===== src/rtl/led_counter_ctrl.sv =====
// led_counter_ctrl: prescaled LED counter that runs up, down, bounce or hold.
// It also provides load, a tick strobe and a limit flag.
module led_counter_ctrl #(
    parameter int CLK_FREQ = 25_000_000,
    parameter int TICK_HZ  = 2,
    parameter int WIDTH    = 8
) (
    input  logic             clk,
    input  logic             rst_n,
    input  logic             en,
    input  logic [1:0]       mode,
    input  logic             wrap_en,
    input  logic             load,
    input  logic [WIDTH-1:0] load_value,
    output logic [WIDTH-1:0] leds,
    output logic             tick,
    output logic             at_limit
);
    localparam int TICK_CYCLES = CLK_FREQ / TICK_HZ;
    localparam int PW = TICK_CYCLES > 1 ? $clog2(TICK_CYCLES) : 1;
    localparam logic [PW-1:0] PRE_LAST = PW'(TICK_CYCLES - 1);
    localparam logic [WIDTH-1:0] MAX = '1;
    localparam logic [WIDTH-1:0] ONE = WIDTH'(1);

    typedef enum logic {DIR_UP, DIR_DOWN} dir_t;

    logic [PW-1:0]    r_pre;
    dir_t             r_dir;
    logic [WIDTH-1:0] w_next;
    dir_t             w_next_dir;
    logic             w_top;
    logic             w_bot;

    assign w_top    = leds == MAX;
    assign w_bot    = leds == '0;
    assign at_limit = w_top || w_bot;

    // Bounce reflects at a limit, so the limit value is shown for only one step.
    always_comb begin
        w_next     = leds;
        w_next_dir = r_dir;
        case (mode)
            2'b00: w_next = (w_top && !wrap_en) ? leds : leds + ONE;
            2'b01: w_next = (w_bot && !wrap_en) ? leds : leds - ONE;
            2'b10: begin
                w_next     = (r_dir == DIR_UP) ? (w_top ? MAX - ONE : leds + ONE)
                                               : (w_bot ? ONE : leds - ONE);
                w_next_dir = (r_dir == DIR_UP) ? (w_top ? DIR_DOWN : DIR_UP)
                                               : (w_bot ? DIR_UP : DIR_DOWN);
            end
            default: ;
        endcase
    end

    always_ff @(posedge clk or negedge rst_n) begin
        if (!rst_n) begin
            r_pre <= '0;
            leds  <= '0;
            tick  <= 1'b0;
            r_dir <= DIR_UP;
        end else if (load) begin
            r_pre <= '0;
            leds  <= load_value;
            tick  <= 1'b0;
            r_dir <= DIR_UP;
        end else if (!en) begin
            tick <= 1'b0;
        end else if (r_pre == PRE_LAST) begin
            r_pre <= '0;
            tick  <= 1'b1;
            leds  <= w_next;
            r_dir <= w_next_dir;
        end else begin
            r_pre <= r_pre + 1'b1;
            tick  <= 1'b0;
        end
    end
endmodule


===== config.mk =====
export PLATFORM = sky130hd
export DESIGN_NAME = led_counter_ctrl
export DESIGN_NICKNAME = d
export VERILOG_FILES = /design/src/rtl/led_counter_ctrl.sv
export SDC_FILE = /design/constraint.sdc
export NUM_CORES = 1
export LEC_CHECK = 0
export ABC_AREA = 1
export BUFFER_PORTS_ARGS = -buffer_cell sky130_fd_sc_hd__buf_4
export CAP_MARGIN = 20
export CORE_UTILIZATION = 45
export DETAILED_ROUTE_END_ITERATION = 10
export PLACE_DENSITY = 0.7
export SLEW_MARGIN = 20
export SYNTH_ARGS = -nofsm -noshare
export SYNTH_HDL_FRONTEND = slang
export SYNTH_SLANG_ARGS = --single-unit

===== constraint.sdc =====
create_clock -name clk -period 2.12 [get_ports clk]
set_input_delay 0.106 -clock clk [delete_from_list [all_inputs] [get_ports clk]]
set_output_delay 0.106 -clock clk [all_outputs]
set_load 0.005 [all_outputs]

Word-level counts from Yosys, hierarchy flattened. Index checks and enable logic that the tools add are counted.

Output and inout bits: 10. Bits in registers: 34. Word-level logic and storage cells: 47.

Equality and inequality tests: 6. Mux-type cells: 22. Reductions and logical operators: 12. Add/sub/neg operators: 3.

Operator list (count): 2-to-1 mux 24 bit (3); 2-to-1 mux 8 bit (8); adder 24 x 1 -> 24 bit (second input constant) (1); equality test 24 bit (second input constant) (1); one-hot mux 8 bit (3 select lines) (1); 2-to-1 mux 1 bit (10); adder 8 x 1 -> 8 bit (second input constant) (1); equality test 8 bit (second input constant) (1); logical NOT 8 bit (1); subtractor 8 x 1 -> 8 bit (second input constant) (1); inequality test 3 bit (second input constant) (2); nonzero test 2 bit (3); AND reduction 5 bit (1); nonzero test 4 bit (1); AND reduction 3 bit (1); equality test 2 x 1 -> 1 bit (second input constant) (1); equality test 2 bit (second input constant) (1); logical AND 1 bit (2); logical NOT 2 bit (1); logical NOT 1 bit (1); logical OR 1 bit (1).

Logic depth before layout (Yosys ltp).
Depth in word-level cells: 7. Depth in mapped cells: 13. Depth with buffers taken out: 13.

Least setup slack after synthesis. Ideal clock, no wire load.

Path kind: reg2reg. From: register leds[1]. To: register leds[6]. Library setup time: 0.116 ns. Setup slack: 0.550 ns. Data required time: 2.004 ns. Stages on the path, launching flop included: 12. Clock period less this slack: 1.570 ns. Data arrival time: 1.454 ns. Path buffers: 1. Cells stage by stage: dfrtp_1 -> ha_1 -> nand2_1 -> nor2_1 -> nand2_1 -> nor2_1 -> a21oi_2 -> nand4_4 -> buf_6 -> nor2_2 -> nand2_1 -> nand2_1.

Cells in the longest elaborated chain, start to end: 7. Elaborated cells between the ends (all ways): 18. Classes of those cells: add/sub (2); eq/ne (3); mux (9); reduce/logical (4).

RTL lines: from (decl) (line 15) `output logic [WIDTH-1:0] leds,`; from (signal assigned) (line 63) `leds <= load_value;`; from (signal assigned) (line 71) `leds <= w_next;`; adder 8 x 1 -> 8 bit (tied with other cells) (line 43, 46); 2-to-1 mux 8 bit (on tied branches) (line 46, 47); 2-to-1 mux 8 bit (line 46) `w_next = (r_dir == DIR_UP) ? (w_top ? MAX - ONE : leds + ONE)`; one-hot mux 8 bit (3 select lines) (line 42) `case (mode)`; 2-to-1 mux 8 bit (line 68) `end else if (r_pre == PRE_LAST) begin`; 2-to-1 mux 8 bit (line 66) `end else if (!en) begin`; 2-to-1 mux 8 bit (line 61) `end else if (load) begin`.

Parallel ways exist; a longest one is shown, timed or not. The select of a mux whose other input is x is not followed. A chain may end at the register's enable or synchronous reset.

Worst setup path after layout.
From: register leds[0]. To: register leds[7].

Same word-level chain as after synthesis.

==> metrics.csv <==
stage,metric,value,unit
detailed_routing,count of TritonRoute iterations in the first routing pass,5,
power,P_leak,0.001428,uW
clock_network,clock latency reported for the late side of the worst-skew pair,280,ps
synthesis,syn_area_per_cell,6.399,um^2
critical_path,WS Path Type,register to register,
floorplanning,CORE AREA,5642,um^2
timing,setup violation total in the final timing report,0,
clock_network,CTS tree,built,
critical_path,cell-by-cell trace of the critical path,ha_1 > nand2_1 > nor2_1 > nand2_1 > nor2_1 > a21oi_2 > nand4_4 > nor2_1 > nand2_1 > nand2_1,
clock_network,Sink Count,34,
floorplanning,Die Outline Area,6300,um^2
synthesis,number of flops mapped to enable cells by yosys,0,
critical_path,startpoint class of the critical path,register,
global_routing,final global-route overflow total,0,
critical_path,cell repeated most along the worst path,sky130_fd_sc_hd__nand2_1,
critical_path,highest cell delay on the worst timing path,440,ps
synthesis,fraction of registers with async set/reset,100.0,%
critical_path,Worst Path Buf+Inv,0,
critical_path,startpoint of the worst register-to-register path,leds[0]$_DFFE_PN0P_,
synthesis,post-synthesis instance area,2694,um^2
detailed_routing,number of antenna-violating nets in the routed design,0,
critical_path,arrival time reported for the critical path endpoint,2060,ps
detailed_routing,routed via count,2766,
timing,worst setup skew after layout,3.329,ps
timing,final clock period utilization by the worst path,86.46,%
timing,Pins Over Slew Limit,0,
placement,routability congestion estimate,0.9089,
synthesis,count of different cell masters after synthesis,36,
timing,worst slew margin relative to its limit,67.59,%
finish,number of antenna diodes,0,
critical_path,cell with the largest stage delay on the worst path,sky130_fd_sc_hd__dfrtp_1,
critical_path,r2r worst-path depth,10,
timing,number of endpoints with negative hold slack in the final report,0,
timing,setup TNS after final layout,0,ps
detailed_routing,routed wire length,6.923,mm
finish,"most common cell after layout, fill and taps aside",sky130_fd_sc_hd__nand2_1,
floorplanning,Site Rows,27,
synthesis,total of flip-flops plus latches after synthesis,34,
synthesis,dominant register cell in the synthesized netlist,sky130_fd_sc_hd__dfrtp_1,
clock_network,root buffer cell,sky130_fd_sc_hd__clkbuf_8,
detailed_routing,detailed-route DRC error count,0,
clock_network,number of buffers inserted during clock tree synthesis,5,
global_routing,number of antenna violations at the first check in global routing,0,
power,total power after layout,1800,uW
timing,upper clock frequency limit,545.6,MHz
floorplanning,Die X-Extent,79.37,um
timing,min cycle time layout,1833,ps
floorplanning,die span in y,79.37,um
min_path,startpoint of the most critical hold path,load,
global_routing,largest net degree at the start of global routing,35,
job,Maximum Capacitance Violations,0,
detailed_routing,vias per cell,5.329,
min_path,worst hold path endpoint,r_dir$_DFFE_PN0P_,
timing,unrepaired setup endpoints after global routing,false,
finish,area growth from synthesis to layout,12.03,%
critical_path,category of the worst setup path capture point,register,
floorplanning,number of top-level design ports,25,
detailed_routing,detailed-route wire length per cell,13.34,um
synthesis,post-synthesis sequential area ratio,31.58,%
critical_path,capturing point of the worst reg2reg path,leds[7]$_DFFE_PN0P_,
placement,estimated wirelength of the detail-placed design,5.165,mm
power,power per standard cell area,596.5,nW/um^2
finish,layout cells sized above 1,13.20,%
synthesis,instance count of the mapped netlist,421,
synthesis,yosys warns,0,
critical_path,flop-to-flop setup slack,290,ps
clock_network,number of H-tree branching levels,2,
placement,Port-buffer cells,24,
run_status,result of the run,"complete, no violations",
synthesis,total nets after synthesis,443,
clock_network,quantity of gates resized following cts,0,
floorplanning,initial cell density of the core,47.75,%
clock_network,CTS clock-pin slew for the worst setup and hold paths,60,ps
global_routing,via count of the first global-routing pass,2404,
critical_path,crit-path leading delay family,simple AND/OR/NAND/NOR gates,
min_path,path category of the worst min-delay check,primary input to register,
finish,Total Nets Final,469,
detailed_routing,DR iter-0 viols,234,
global_routing,overall track demand over capacity in global routing,23.36,%
timing,Worst-Margin Slew,481.8,ps
critical_path,Crit Path Max Fanout,16,
finish,"commonest cells after routing, fill and taps aside","115 x sky130_fd_sc_hd__nand2_1, 58 x sky130_fd_sc_hd__nor2_1, 46 x sky130_fd_sc_hd__inv_1",
min_path,worst hold path cell count,2,
global_routing,global-route wire length before repair,11.41,mm
clock_network,deepest clock path buffer count,2,
critical_path,required time reported for the critical path endpoint,2340,ps
power,largest vdd supply drop,361.3,uV
synthesized netlist by cell type (2+ instances only):
cell	n	area share [%]
sky130_fd_sc_hd__nor4_1	4	0.93
sky130_fd_sc_hd__dfrtp_1	34	32
sky130_fd_sc_hd__nand3_2	3	1.1
sky130_fd_sc_hd__nor2_1	58	8.1
sky130_fd_sc_hd__nor3_1	16	3.0
sky130_fd_sc_hd__inv_1	46	6.4
sky130_fd_sc_hd__o22ai_1	2	0.46
sky130_fd_sc_hd__nand2_2	4	0.93
sky130_fd_sc_hd__ha_1	7	3.3
sky130_fd_sc_hd__o21ai_0	16	3.0
sky130_fd_sc_hd__a21oi_1	16	3.0
sky130_fd_sc_hd__nand4_1	10	2.3
sky130_fd_sc_hd__or2_2	2	0.46
sky130_fd_sc_hd__buf_6	2	0.84
sky130_fd_sc_hd__nand3_1	38	7.1
sky130_fd_sc_hd__clkinv_1	2	0.28
sky130_fd_sc_hd__buf_2	5	0.93
sky130_fd_sc_hd__o21ai_1	7	1.3
sky130_fd_sc_hd__nand2_1	115	16
sky130_fd_sc_hd__a22oi_1	2	0.56
sky130_fd_sc_hd__xnor2_1	2	0.65
sky130_fd_sc_hd__nor2_2	7	1.6
sky130_fd_sc_hd__xor2_1	4	1.3
sky130_fd_sc_hd__inv_2	7	0.98
power breakdown:
| part | switching (uW) | internal [uW] | total (uW) |
|---|---|---|---|
| combinational | 333 | 222 | 555 |
| clock | 224 | 226 | 450 |
| sequential | 98.9 | 697 | 795 |
routing by layer:
layer,GRT usage [%],wire [um],vias up
met5,0,0,-
met4,5.636,84,0
met3,4.914,425,10
met2,34.22,3015,95
met1,34.66,3399,1249
li1,-,-,1412
cells by family (layout without fill, tap and decap cells):
family	count (synthesis)	after routing	share of synthesized area (%)
simple gates	259	259	42.59
compound gates	51	51	10.92
flops	34	34	31.58
xor+xnor	6	6	1.951
buf+inv	64	90	9.707
fa+ha+maj	7	7	3.251
state kept, by name (all words and copies together), names as in the netlist:
name   flops
leds       8
tick       1
r_pre     24
r_dir      1
area by class of cell:
| type | count | area, um^2 |
|---|---|---|
| fillers | 567 | 2624 |
| multi-input cells | 323 | 1582 |
| flip-flops and latches | 34 | 850.8 |
| repair buffers | 28 | 212.7 |
| inverters | 55 | 206.4 |
| well taps | 72 | 90.09 |
| clock buffers | 7 | 76.32 |
worst max-delay path by stage:
stage                             start                   to  slack (ps)  cells past startpoint
detailed placement  leds[0]$_DFFE_PN0P_  leds[7]$_DFFE_PN0P_         300                     10
CTS                 leds[0]$_DFFE_PN0P_  leds[7]$_DFFE_PN0P_         280                     10
finish              leds[0]$_DFFE_PN0P_  leds[7]$_DFFE_PN0P_         290                     10
floorplan           leds[1]$_DFFE_PN0P_  leds[6]$_DFFE_PN0P_         550                     11
global route        leds[0]$_DFFE_PN0P_  leds[2]$_DFFE_PN0P_          70                     10
global placement    leds[0]$_DFFE_PN0P_  leds[1]$_DFFE_PN0P_         330                     10
through the flow:
| step | worst slack (ps) | instances | util [%] | hold slack (ps) | area [um^2] |
|---|---|---|---|---|---|
| after floorplan | 549.7 | 421 | - | -189.6 | 2694 |
| after global placement | 327.8 | 511 | 51.96 | 83.42 | 2932 |
| final | 287.0 | 519 | 53.49 | 33.36 | 3018 |
| after CTS | 276.7 | 519 | 53.49 | 30.12 | 3018 |
| after global routing | 71.59 | 519 | 53.49 | 27.24 | 3018 |
| after detailed placement | 303.9 | 511 | 51.96 | 80.31 | 2932 |
worst register-to-register path, delay by kind of cell (launching register included):
| family | cells | cell delay (ps) |
|---|---|---|
| flops | 1 | 440 |
| fa+ha+maj | 1 | 280 |
| simple gates | 8 | 860 |
| compound gates | 1 | 190 |
timing repair:
item,CTS,global route
hold endpoints to repair,34,0
hold buffers,1,0
buffers inserted,0,0
Note: power is estimated with default switching activity, not from simulation.
